$ cat src/rtl/dmem_wb_bridge_pkg.sv
// Shared LC-3b types used by the data-memory Wishbone bridge.
// Word/mask typedefs, bridge FSM states and a write-lane helper.
package lc3b_types;

  typedef logic [15:0] lc3b_word;
  typedef logic [1:0]  lc3b_mem_wmask;

  typedef enum logic [1:0] {
    IDLE,
    BUS,
    RESP,
    DONE
  } lc3b_wb_state;

  // Byte stores carry the byte in [7:0]; replicate it to both lanes.
  function automatic lc3b_word wb_lane_data(
    input lc3b_word      wdata,
    input lc3b_mem_wmask sel
  );
    if (sel == 2'b11) return wdata;
    return {wdata[7:0], wdata[7:0]};
  endfunction

endpackage

$ cat src/rtl/dmem_wb_bridge_timeout.sv
// Ack timeout counter for the data-memory bridge.
// tc_o flags the last allowed BUS cycle; disabled when TIMEOUT_CYCLES is 0.
module wb_timeout_counter #(
  parameter int TIMEOUT_CYCLES = 64,
  parameter int CNT_WIDTH      = 7
) (
  input  logic clk,
  input  logic rst,
  input  logic clr_i,
  input  logic en_i,
  output logic tc_o
);

  localparam logic [CNT_WIDTH-1:0] LAST =
    CNT_WIDTH'(TIMEOUT_CYCLES - 1);

  logic [CNT_WIDTH-1:0] cnt_q;
  logic [CNT_WIDTH-1:0] cnt_d;

  always_comb begin
    cnt_d = cnt_q;
    if (clr_i) begin
      cnt_d = '0;
    end else if (en_i) begin
      cnt_d = cnt_q + 1'b1;
    end
  end

  always_ff @(posedge clk or posedge rst) begin
    if (rst) begin
      cnt_q <= '0;
    end else begin
      cnt_q <= cnt_d;
    end
  end

  assign tc_o = (TIMEOUT_CYCLES != 0) && (cnt_q == LAST);

endmodule

$ cat src/rtl/register.sv
// Generic loadable register with asynchronous active-high reset.
// Clears to zero on reset, captures in_i when load_i is high.
module register #(
  parameter int WIDTH = 16
) (
  input  logic             clk,
  input  logic             rst,
  input  logic             load_i,
  input  logic [WIDTH-1:0] in_i,
  output logic [WIDTH-1:0] out_o
);

  logic [WIDTH-1:0] data_q;

  always_ff @(posedge clk or posedge rst) begin
    if (rst) begin
      data_q <= '0;
    end else if (load_i) begin
      data_q <= in_i;
    end
  end

  assign out_o = data_q;

endmodule

$ cat src/rtl/dmem_wb_bridge.sv
// MEM-stage to Wishbone data-memory bridge: one single-beat transfer
// per pipeline request, one-cycle response, optional ack timeout.
module dmem_wb_bridge
  import lc3b_types::*;
#(
  parameter int TIMEOUT_CYCLES = 64,
  parameter int CNT_WIDTH      = 7
) (
  input  logic          clk,
  input  logic          rst,
  input  logic          load_ex_mem,
  input  logic          dmem_action_cyc,
  input  logic          dmem_action_stb,
  input  logic          dmem_write,
  input  lc3b_mem_wmask dmem_byte_enable,
  input  lc3b_word      dmem_address,
  input  lc3b_word      dmem_wdata,
  output logic          dmem_resp,
  output logic          dmem_err,
  output lc3b_word      dmem_rdata,
  output logic          wb_cyc,
  output logic          wb_stb,
  output logic          wb_we,
  output logic [1:0]    wb_sel,
  output logic [14:0]   wb_adr,
  output lc3b_word      wb_dat_o,
  input  lc3b_word      wb_dat_i,
  input  logic          wb_ack
);

  lc3b_wb_state state_q;
  logic armed_q;
  logic flush_q;
  logic cyc_q;
  logic stb_q;
  logic resp_q;
  logic err_q;

  logic req;
  logic in_bus;
  logic tc;
  logic bus_end;
  logic flush_now;
  logic req_load;
  logic rd_load;
  logic [33:0] req_d;
  logic [33:0] req_q;
  lc3b_word rd_d;

  assign req = dmem_action_cyc & dmem_action_stb & armed_q;
  assign in_bus = (state_q == BUS);
  assign bus_end = wb_ack | tc;
  assign flush_now = flush_q | ~dmem_action_cyc;
  assign req_load = (state_q == IDLE) & req;

  assign req_d = {dmem_write,
                  dmem_byte_enable,
                  dmem_address[15:1],
                  wb_lane_data(dmem_wdata, dmem_byte_enable)};

  register #(.WIDTH(34)) u_req_reg (
    .clk    (clk),
    .rst    (rst),
    .load_i (req_load),
    .in_i   (req_d),
    .out_o  (req_q)
  );

  // Ack has priority over a coincident timeout; stores keep old data.
  assign rd_load = in_bus & ~flush_now &
                   ((wb_ack & ~req_q[33]) | (~wb_ack & tc));
  assign rd_d = wb_ack ? wb_dat_i : 16'h0000;

  register #(.WIDTH(16)) u_rd_reg (
    .clk    (clk),
    .rst    (rst),
    .load_i (rd_load),
    .in_i   (rd_d),
    .out_o  (dmem_rdata)
  );

  wb_timeout_counter #(
    .TIMEOUT_CYCLES (TIMEOUT_CYCLES),
    .CNT_WIDTH      (CNT_WIDTH)
  ) u_tmo (
    .clk   (clk),
    .rst   (rst),
    .clr_i (~in_bus),
    .en_i  (in_bus),
    .tc_o  (tc)
  );

  always_ff @(posedge clk or posedge rst) begin
    if (rst) begin
      state_q <= IDLE;
      armed_q <= 1'b1;
      flush_q <= 1'b0;
      cyc_q   <= 1'b0;
      stb_q   <= 1'b0;
      resp_q  <= 1'b0;
      err_q   <= 1'b0;
    end else begin
      resp_q <= 1'b0;
      unique case (state_q)
        IDLE: begin
          if (req) begin
            armed_q <= 1'b0;
            flush_q <= 1'b0;
            cyc_q   <= 1'b1;
            stb_q   <= 1'b1;
            state_q <= BUS;
          end
        end
        BUS: begin
          if (!dmem_action_cyc) flush_q <= 1'b1;
          if (bus_end) begin
            cyc_q <= 1'b0;
            stb_q <= 1'b0;
            if (flush_now) begin
              armed_q <= 1'b1;
              state_q <= IDLE;
            end else begin
              resp_q  <= 1'b1;
              err_q   <= ~wb_ack;
              state_q <= RESP;
            end
          end
        end
        RESP: begin
          if (load_ex_mem) begin
            armed_q <= 1'b1;
            state_q <= IDLE;
          end else begin
            state_q <= DONE;
          end
        end
        DONE: begin
          if (load_ex_mem) begin
            armed_q <= 1'b1;
            state_q <= IDLE;
          end
        end
        default: state_q <= IDLE;
      endcase
    end
  end

  assign dmem_resp = resp_q;
  assign dmem_err  = err_q;
  assign wb_cyc    = cyc_q;
  assign wb_stb    = stb_q;
  assign wb_we     = req_q[33];
  assign wb_sel    = req_q[32:31];
  assign wb_adr    = req_q[30:16];
  assign wb_dat_o  = req_q[15:0];

endmodule

$ cat config.mk
export PLATFORM = sky130hd
export DESIGN_NAME = dmem_wb_bridge
export DESIGN_NICKNAME = d
export VERILOG_FILES = /design/src/rtl/dmem_wb_bridge_pkg.sv /design/src/rtl/dmem_wb_bridge_timeout.sv /design/src/rtl/register.sv /design/src/rtl/dmem_wb_bridge.sv
export SDC_FILE = /design/constraint.sdc
export NUM_CORES = 1
export LEC_CHECK = 0
export ABC_CLOCK_PERIOD_IN_PS = 5400
export CAP_MARGIN = 20
export CORE_ASPECT_RATIO = 0.75
export CORE_MARGIN = 4
export CORE_UTILIZATION = 38
export DETAILED_ROUTE_END_ITERATION = 10
export PLACE_DENSITY = 0.8
export SKIP_LAST_GASP = 1
export SLEW_MARGIN = 20
export SYNTH_ARGS = -nofsm -noshare
export SYNTH_HDL_FRONTEND = slang
export SYNTH_SLANG_ARGS = --single-unit
$ cat constraint.sdc
create_clock -name clk -period 5.4 [get_ports clk]
set_input_delay 1.62 -clock clk [delete_from_list [all_inputs] [get_ports clk]]
set_output_delay 1.62 -clock clk [all_outputs]
set_load 0.005 [all_outputs]
==> flow_metrics.tcl, run 1 <==
set metrics [dict create \
    holdBufCountCts 0 \
    synth_xor_area_share_pct 0.878 \
    yosysSeqAreaShare_pct 53.6 \
    placementRows 27 \
    finalCoreUtilization_pct 58.0 \
    arrival_ns 4.04 \
    dp.cells 445 \
    grt_use_met2_pct 26.3 \
    ys_dominant_reg_cell "sky130_fd_sc_hd__dfrtp_1" \
    postCtsResizedCells 0 \
    maxSlewViolCount 0 \
    peakVddDrop_mv 0.105 \
    synthAdderAreaFrac_pct 0.418 \
    fin_worst_skew_ns 0.0116 \
    total_of_max_cap_violations 0 \
    grt_util_all_layers_pct 15.6 \
    finish.cell_count_without_fillers 461 \
    place.detailed.hpwl_um 5360 \
    timing.critical_path.fanout_max 32 \
    tritoncts "done" \
    critPathBufInv 2 \
    layout_worst_path_cycle_share_pct 70.7 \
    yosysUniqueCellTypes 39 \
    worstMarginPinSlew_ns 1.10 \
    slew_headroom_pct 26.8 \
    setup.worst_path.class "in -> reg" \
    cts-buffers-inserted 9 \
    postSynthCellCount 247 \
    hold_viol_final 0 \
    routed_wire_length_per_instance_um 16.0 \
    timing.critical_path.slowest_stage_cell "sky130_fd_sc_hd__or4b_2" \
    cts.sink_count 64 \
    antenna_found_initial 0 \
    drive_gt1_share_pct 19.4 \
    synthMuxAreaShare_pct 19.2 \
    globalRoute.busiestLayer "met2" \
    cts_root_buffer "sky130_fd_sc_hd__clkbuf_8" \
    ys_ff_latch 64 \
    vias_in_the_first_global_route 2417 \
    grt_start_max_net_pins 36 \
    area_growth_syn_to_layout_pct 45.5 \
    async_flop_share_pct 100 \
    synth_warnings 0 \
    overflow 0 \
    insertedDiodeCount 0 \
    synth_top_family_by_area "multiplexers" \
    gr-usage-met3_pct 4.56 \
    final-setup-viol-count 0 \
    postCtsSetupBuffers 0 \
    fp.dieW_um 110 \
    gp_congestion 0.746 \
    global_route_wire_length_before_repair_um 11900 \
    setup.worst_path.start_class "input port" \
    antenna_left 0 \
    hold_class "reg -> reg" \
    timing.critical_path.cells "clkdlybuf4s50_1 > nand2_1 > or4b_2 > buf_4 > mux2_4" \
    globalRouteMet1Util_pct 19.1 \
    io_pins 111 \
    static-leakage-power_nw 1.97 \
    remaining_drc_errors 0 \
    port-buffer-count 109 \
    timing.critical_path.to_type "flop" \
    critPathMaxStageDelay_ns 1.10 \
    vias 2306 \
    power-per-cell-area_nw_per_um2 229 \
    worstSkewPairLatency_ns 0.34 \
    dr.pass1.iters 4 \
    cts_max_level 3 \
    finalCriticalPeriod_ns 3.82 \
    setup_tns_ns 0 \
    post_synth.cell_area_avg_um2 12.1 \
    synth_nets 305 \
    critPathRequiredTime_ns 5.62 \
    synth_area_um2 2990 \
    clock_path_buffers 2 \
    die-area_um2 9370 \
    grt_setup_unrepaired "no" \
    drt_iter0_markers 84 \
    number_of_vias_per_cell 5.00 \
    synth_simple_gate_area_share_pct 12.5 \
    final_net_count 413 \
    outcome "complete, no violations" \
    core_area_um2 7500 \
    number_of_synthesized_flops_with_an_enable_pin 0 \
    clock.fmax_mhz 262 \
    synth_compound_gate_area_share_pct 7.74 \
    detail_route.wirelength_um 7390 \
    fp.dieH_um 84.8 \
    path_delay_family "simple AND/OR/NAND/NOR gates" \
    starting_density_pct 39.9 \
    clkTransAtPathRegs_ns 0.07 \
]
==> cells in the mapped netlist, types with 2 or more instances <==
library cell | number | share of area, %
sky130_fd_sc_hd__dfrtp_1 | 63 | 53
sky130_fd_sc_hd__nand2_1 | 35 | 4.4
sky130_fd_sc_hd__mux2_4 | 27 | 14
sky130_fd_sc_hd__nand3_1 | 18 | 3.0
sky130_fd_sc_hd__inv_1 | 15 | 1.9
sky130_fd_sc_hd__mux2_2 | 15 | 5.6
sky130_fd_sc_hd__o2111ai_1 | 10 | 2.9
sky130_fd_sc_hd__clkbuf_1 | 7 | 0.88
sky130_fd_sc_hd__o211ai_1 | 7 | 1.8
sky130_fd_sc_hd__nand4_1 | 6 | 1.3
sky130_fd_sc_hd__nor2_1 | 4 | 0.50
sky130_fd_sc_hd__a21oi_1 | 3 | 0.50
sky130_fd_sc_hd__buf_2 | 3 | 0.50
sky130_fd_sc_hd__nand2b_1 | 3 | 0.63
sky130_fd_sc_hd__o21ai_0 | 3 | 0.50
sky130_fd_sc_hd__and2_1 | 2 | 0.42
sky130_fd_sc_hd__buf_12 | 2 | 1.3
sky130_fd_sc_hd__buf_6 | 2 | 0.75
sky130_fd_sc_hd__xor2_1 | 2 | 0.59
==> state kept, by name (all words and copies together), names as in the netlist, 2 cells and up <==
| register | cells |
|---|---|
| u_req_reg.out_o | 34 |
| u_rd_reg.out_o | 16 |
| u_tmo.cnt_q | 7 |
| state_q | 2 |
==> path summary, 6_finish.rpt <==
kind,end,slack (ns),depth (start not counted),from
worst max-delay path,u_req_reg.out_o[29],1.58,5,dmem_action_cyc
worst min-delay path,u_tmo.cnt_q[0],0.47,1,u_tmo.cnt_q[0]
worst max register to register,u_req_reg.out_o[29],2.96,3,armed_q
worst min register to register,u_tmo.cnt_q[0],0.47,1,u_tmo.cnt_q[0]
max in group asynchronous,u_req_reg.out_o[24],2.79,3,rst
min in group asynchronous,u_req_reg.out_o[23],1.73,2,rst
==> worst register-to-register path, delay by kind of cell, from the launching register on <==
kind | cells | cell delay, ns
multiplexers | 1 | 0.31
buffers and inverters | 1 | 0.39
AND/OR/NAND/NOR | 1 | 1.07
flip-flops | 1 | 0.56
==> area by class of cell <==
cell class	instances	area, um2
fillers	667	3150
flip-flops and latches	64	1600
multi-input cells	152	1230
repair buffers	113	1120
well taps	101	126
clock buffers	9	124
clock inverters	7	96.3
inverters	15	56.3
==> cells in the final DEF (no fill, tap or decap), types with 2 or more instances in the layout <==
master,n
sky130_fd_sc_hd__clkinv_4,3
sky130_fd_sc_hd__o21ai_0,3
sky130_fd_sc_hd__inv_1,14
sky130_fd_sc_hd__nor2_1,4
sky130_fd_sc_hd__nand2b_1,3
sky130_fd_sc_hd__clkinv_2,2
sky130_fd_sc_hd__bufinv_16,2
sky130_fd_sc_hd__nand2_1,35
sky130_fd_sc_hd__a21oi_1,3
sky130_fd_sc_hd__and2_1,2
sky130_fd_sc_hd__o211ai_1,7
sky130_fd_sc_hd__clkdlybuf4s50_1,109
sky130_fd_sc_hd__o2111ai_1,10
sky130_fd_sc_hd__mux2_2,15
sky130_fd_sc_hd__dfrtp_1,63
sky130_fd_sc_hd__xor2_1,2
sky130_fd_sc_hd__nand4_1,6
sky130_fd_sc_hd__buf_4,4
sky130_fd_sc_hd__clkbuf_8,9
sky130_fd_sc_hd__nand3_1,18
sky130_fd_sc_hd__mux2_4,27
==> stage by stage <==
stage	cell area, um2	hold WS, ns	worst slack (ns)	power [mW]
after floorplan	2990	0.433	2.18	0.507
after global placement	4130	0.445	1.29	0.554
after detailed placement	4130	0.457	1.24	0.555
after CTS	4350	0.466	1.61	1.01
after global routing	4350	0.480	1.53	1.04
final	4350	0.467	1.58	0.995
==> cell families after synthesis <==
kind of cell | after synthesis
AOI/OAI and AO/OA | 30
xor gates and xnor gates | 3
adders and majority gates | 1
buffers and inverters | 31
DFF | 64
muxes | 42
and+or+nand+nor | 76
==> per-layer routing <==
metal  wire length, um  up-vias
met4               104        0
met3               347       10
met1              3240     1146
met5                 0        -
met2              3700       67
li1                  -     1083
==> where the power goes <==
part	leakage [nW]	internal (mW)	switching [mW]
combinational	0.975	0.0416	0.0240
clock	0.113	0.260	0.189
sequential	0.883	0.479	0.000339
(Power assumes the default switching activity.)
==> inputs of run 2 (changes only) <==
- ABC_CLOCK_PERIOD_IN_PS: 5400 -> 3400
- PLACE_DENSITY: 0.8 -> 0.83
- clock period: 5.4 -> 3.4 ns (I/O delays scaled with it)
==> run 2 against run 1 <==
Against the previous run:
- first-iteration DRC count down 12%
- global-route usage decreased by 0.17 points
- combinational power up 63%
- sequential share of layout area shrank 0.29 points
- die area unchanged
==> flow_metrics.tcl, run 2 (synthesis gave the netlist of run 1 again) <==
set metrics [dict create \
    overflow 0 \
    internal_power_mw 1.28 \
    tritoncts "done" \
    insertedDiodeCount 0 \
    drive_gt1_share_pct 19.6 \
    grt_start_max_net_pins 38 \
    power-per-cell-area_nw_per_um2 365 \
    layout_worst_path_cycle_share_pct 78.6 \
    setup.worst_path.class "in -> reg" \
    slew_headroom_pct 54.3 \
    finalWorstSetupSlack_ns 0.729 \
    postCtsResizedCells 0 \
    cts-buffers-inserted 9 \
    port-buffer-count 109 \
    power.net_switching_mw 0.319 \
    cts_root_buffer "sky130_fd_sc_hd__clkbuf_8" \
    area_taken_by_multi_input_logic_gates_um2 1220 \
    clock.fmax_mhz 374 \
    antenna_left 0 \
    setup.reg_to_reg.worst_slack_ns 1.51 \
    pwr-share-comb_pct 6.7 \
    dp_worst_setup_slack_ns 0.374 \
    remaining_drc_errors 0 \
    starting_density_pct 39.9 \
    timing.critical_path.to_type "flop" \
    fillerInstances 658 \
    cts.sink_count 64 \
    io_pins 111 \
    setup.worst_path.start_class "input port" \
    clock_path_buffers 2 \
    sequential_cell_area_um2 1600 \
    arrival_ns 2.88 \
    vias_in_the_first_global_route 2458 \
    cts_max_level 3 \
    worst_r2r_endpoint "u_req_reg.out_o[9]" \
    fp.dieH_um 84.8 \
    outcome "complete, no violations" \
    p_total_mw 1.60 \
    number_of_vias_per_cell 4.97 \
    share_clk_of_total_power_pct 45.7 \
    detail_route.wirelength_um 7210 \
    placementRows 27 \
    timing.critical_path.fanout_max 22 \
    most-common-layout-cells "sky130_fd_sc_hd__clkdlybuf4s50_1, sky130_fd_sc_hd__dfrtp_1, sky130_fd_sc_hd__nand2_1, sky130_fd_sc_hd__mux2_4, sky130_fd_sc_hd__nand3_1" \
    min_delay_path_depth 1 \
    drt_iter0_markers 74 \
    critical_path.reg2reg.startpoint "armed_q" \
    maxSlewViolCount 0 \
    core_area_um2 7500 \
    area_growth_syn_to_layout_pct 46.7 \
    flip_flop_count_of_the_largest_register_all_copies_and_words_added 34 \
    dr.pass1.iters 4 \
    hold_viol_final 0 \
    hold_class "reg -> reg" \
    pwr-share-seq_pct 47.6 \
    postPlaceCellArea_um2 4160 \
    clkTransAtPathRegs_ns 0.07 \
    place.detailed.hpwl_um 5410 \
    peakVddDrop_mv 0.213 \
    global_route_wire_length_before_repair_um 11800 \
    finalCriticalPeriod_ns 2.67 \
    hold_path_startpoint "u_tmo.cnt_q[0]" \
    holdBufCountCts 0 \
    grt_util_all_layers_pct 15.5 \
    die-area_um2 9370 \
    vias 2301 \
    postCtsSetupBuffers 0 \
    final_cell_area_um2 4390 \
    antenna_found_initial 0 \
    setup_tns_ns 0 \
    reg2reg_depth 3 \
    critPathRequiredTime_ns 3.61 \
    worstMarginPinSlew_ns 0.686 \
    total_of_max_cap_violations 0 \
    power.switching_fraction_pct 19.9 \
    fin_worst_skew_ns 0.0118 \
    grt_setup_unrepaired "no" \
    worstHoldEndpoint "u_tmo.cnt_q[0]" \
    gp_congestion 0.750 \
    final_net_count 415 \
    mostFrequentLayoutCell "sky130_fd_sc_hd__clkdlybuf4s50_1" \
    final-setup-viol-count 0 \
    routed_wire_length_per_instance_um 15.6 \
    static-leakage-power_nw 1.99 \
    worstSkewPairLatency_ns 0.33 \
    fp.dieW_um 110 \
]
==> run 2: cell count changes in the layout (fill, tap and decap cells not counted) <==
cell                       change
sky130_fd_sc_hd__buf_4         +1
sky130_fd_sc_hd__buf_12        +1
sky130_fd_sc_hd__nor2b_2       -1
sky130_fd_sc_hd__clkinv_4      -2
sky130_fd_sc_hd__nor2b_1       +1
sky130_fd_sc_hd__clkbuf_8      +2
==> run 2: worst max-delay path by stage <==
stage / endpoint / start / slack, ns
after floorplan: dmem_err / rst / 0.78
after global placement: u_req_reg.out_o[9] / dmem_action_cyc / 0.41
after detailed placement: u_req_reg.out_o[6] / dmem_action_cyc / 0.37
after CTS: u_req_reg.out_o[23] / dmem_action_cyc / 0.74
after global routing: u_req_reg.out_o[7] / dmem_action_cyc / 0.67
final: u_req_reg.out_o[9] / dmem_action_cyc / 0.73
==> run 2: worst max-delay path, stage by stage <==
cell	delay [ns]
sky130_fd_sc_hd__clkdlybuf4s50_1	0.53
sky130_fd_sc_hd__nand2_1	0.09
sky130_fd_sc_hd__or4b_2	0.63
sky130_fd_sc_hd__buf_4	0.27
sky130_fd_sc_hd__mux2_4	0.33
==> run 2: layout make-up <==
type | instances | area share [%]
Sequential cell | 64 | 36.5
Multi-Input combinational cell | 152 | 27.9
Timing Repair Buffer | 115 | 26.2
Clock buffer | 11 | 3.45
Tap cell | 101 | 2.88
Clock inverter | 5 | 1.80
Inverter | 15 | 1.28
==> run 2: layer usage <==
| metal | track usage [%] | wire, um | vias up |
|---|---|---|---|
| met1 | 18.8 | 3190 | 1128 |
| li1 | - | - | 1087 |
| met2 | 26.5 | 3590 | 78 |
| met5 | 0 | 0 | - |
| met3 | 5.49 | 372 | 8 |
| met4 | 3.80 | 58 | 0 |
==> run 2: power groups by stage <==
stage                     Sequential [mW]  Clock [mW]  Combinational, mW
after CTS                           0.762       0.755              0.108
after global routing                0.762       0.787              0.116
after floorplan                     0.777           0             0.0291
final                               0.762       0.731              0.107
after global placement              0.777           0              0.105
after detailed placement            0.777           0              0.108
==> run 2: per-stage QoR <==
stage                     hold WS (ns)  utilization (%)  std cells
after floorplan                  0.433                -        247
after global placement           0.449             55.4        447
after detailed placement         0.469             55.4        447
after CTS                        0.478             58.5        463
after global routing             0.494             58.5        463
final                            0.470             58.5        463
==> inputs of run 3 (changes only) <==
- ABC_CLOCK_PERIOD_IN_PS: 3400 -> 2690
- PLACE_DENSITY: 0.83 -> 0.8
- clock period: 3.4 -> 2.69 ns (I/O delays scaled with it)
==> run 3 against run 2 <==
Against the previous run:
- count of clock-buffer cells in the layout rose by 3
- final cell count rose by 0.65%
- sequential cell count did not move
- via count fell by 0.61%
- wire length fell by 1.4%
- non-clock buffer count rose by 3
- cell area rose by 0.51%
- worst setup slack got worse by 0.45 ns
- register-to-register slack got worse by 0.71 ns
- total power rose by 23%
- largest cell class unchanged
==> flow_metrics.tcl, run 3 (synthesis gave the netlist of run 1 again) <==
set metrics [dict create \
    antenna_left 0 \
    finalCriticalPeriod_ns 2.41 \
    routed_wire_length_per_instance_um 15.3 \
    final_net_count 418 \
    area_growth_syn_to_layout_pct 47.4 \
    io_pins 111 \
    setup.worst_path.start_class "input port" \
    peakVddDrop_mv 0.254 \
    critical_path.reg2reg.startpoint "armed_q" \
    die-area_um2 9370 \
    setup.worst_path.class "in -> reg" \
    port-buffer-count 109 \
    fp.dieH_um 84.8 \
    remaining_drc_errors 0 \
    hold_viol_final 0 \
    number_of_vias_per_cell 4.91 \
    finalWorstSetupSlack_ns 0.281 \
    total_of_max_cap_violations 0 \
    antenna_found_initial 0 \
    critPathRequiredTime_ns 2.89 \
    power-per-cell-area_nw_per_um2 447 \
    setup.reg_to_reg.worst_slack_ns 0.80 \
    fin_worst_skew_ns 0.00473 \
    slew_headroom_pct 59.5 \
    clkTransAtPathRegs_ns 0.07 \
    core_area_um2 7500 \
    cts_max_level 3 \
    clock_path_buffers 2 \
    holdBufCountCts 0 \
    drive_gt1_share_pct 20.0 \
    detail_route.wirelength_um 7110 \
    static-leakage-power_nw 2.00 \
    crit_start "dmem_action_cyc" \
    drt_iter0_markers 81 \
    timing.critical_path.to_type "flop" \
    placementRows 27 \
    timing.critical_path.fanout_max 33 \
    flip_flop_count_of_the_largest_register_all_copies_and_words_added 34 \
    final-setup-viol-count 0 \
    layout_worst_path_cycle_share_pct 89.5 \
    arrival_ns 2.61 \
    overflow 0 \
    dp_worst_setup_slack_ns -0.0407 \
    reg2reg_depth 3 \
    starting_density_pct 39.9 \
    global_route_wire_length_before_repair_um 11700 \
    postCtsSetupBuffers 0 \
    cts-buffers-inserted 9 \
    grt_setup_unrepaired "no" \
    worstMarginPinSlew_ns 0.607 \
    vias 2287 \
    worst_r2r_endpoint "u_req_reg.out_o[29]" \
    worstSkewPairLatency_ns 0.32 \
    p_total_mw 1.97 \
    clock.fmax_mhz 415 \
    vias_in_the_first_global_route 2412 \
    hold_class "reg -> reg" \
    insertedDiodeCount 0 \
    maxSlewViolCount 0 \
    fp.dieW_um 110 \
    cts.sink_count 64 \
    most-common-layout-cells "sky130_fd_sc_hd__clkdlybuf4s50_1, sky130_fd_sc_hd__dfrtp_1, sky130_fd_sc_hd__nand2_1, sky130_fd_sc_hd__mux2_4, sky130_fd_sc_hd__nand3_1" \
    mostFrequentLayoutCell "sky130_fd_sc_hd__clkdlybuf4s50_1" \
    critical_path.endpoint "u_req_reg.out_o[29]" \
    grt_start_max_net_pins 65 \
    dr.pass1.iters 4 \
    postCtsResizedCells 0 \
    outcome "complete, no violations" \
    cts_root_buffer "sky130_fd_sc_hd__clkbuf_8" \
    tritoncts "done" \
    place.detailed.hpwl_um 5240 \
    setup_tns_ns 0 \
    gp_congestion 0.730 \
    grt_util_all_layers_pct 15.3 \
]
==> run 3: changes by cell type in the layout (fill, tap and decap cells not counted), sizes merged <==
cell,previous run,this run
buf,6,9
clkbuf,11,14
clkinv,3,1
bufinv,2,1
==> run 3: report_power, final <==
part           internal, mW  switching, mW
clock                 0.529          0.341
sequential            0.963       0.000595
combinational        0.0883         0.0484
total                  1.58          0.390
==> run 3: cell type report <==
type,count,area [um2]
Clock buffer,14,183
Tap cell,101,126
Fill cell,646,3090
Multi-Input combinational cell,152,1220
Inverter,15,56.3
Timing Repair Buffer,118,1180
Sequential cell,64,1600
Clock inverter,2,35.0
==> run 3: stage by stage <==
step / hold WS, ns / std cells / utilization (%) / instance area [um2]
final: 0.460 / 466 / 58.8 / 4410
after global routing: 0.478 / 466 / 58.8 / 4410
after CTS: 0.465 / 466 / 58.8 / 4410
after detailed placement: 0.456 / 450 / 55.9 / 4190
after global placement: 0.447 / 450 / 55.9 / 4190
after floorplan: 0.433 / 247 / - / 2990
==> run 3: worst min-delay path by stage <==
stage,from,endpoint,slack (ns),cells past startpoint
after CTS,u_tmo.cnt_q[0],u_tmo.cnt_q[0],0.46,1
final,u_tmo.cnt_q[0],u_tmo.cnt_q[0],0.46,1
after floorplan,u_tmo.cnt_q[0],u_tmo.cnt_q[0],0.43,1
after detailed placement,u_tmo.cnt_q[0],u_tmo.cnt_q[0],0.46,1
after global routing,u_tmo.cnt_q[0],u_tmo.cnt_q[0],0.48,1
after global placement,u_tmo.cnt_q[0],u_tmo.cnt_q[0],0.45,1
==> run 3: per-layer routing <==
layer | GRT usage, % | wire, um
met3 | 4.35 | 305
met4 | 4.25 | 42
met5 | 0 | 0
met1 | 18.9 | 3090
met2 | 26.5 | 3680
==> run 3: critical path, cell delays in order <==
cell	delay [ns]
sky130_fd_sc_hd__clkdlybuf4s50_1	0.49
sky130_fd_sc_hd__nand2_1	0.07
sky130_fd_sc_hd__or4b_2	0.67
sky130_fd_sc_hd__buf_12	0.22
sky130_fd_sc_hd__mux2_4	0.32
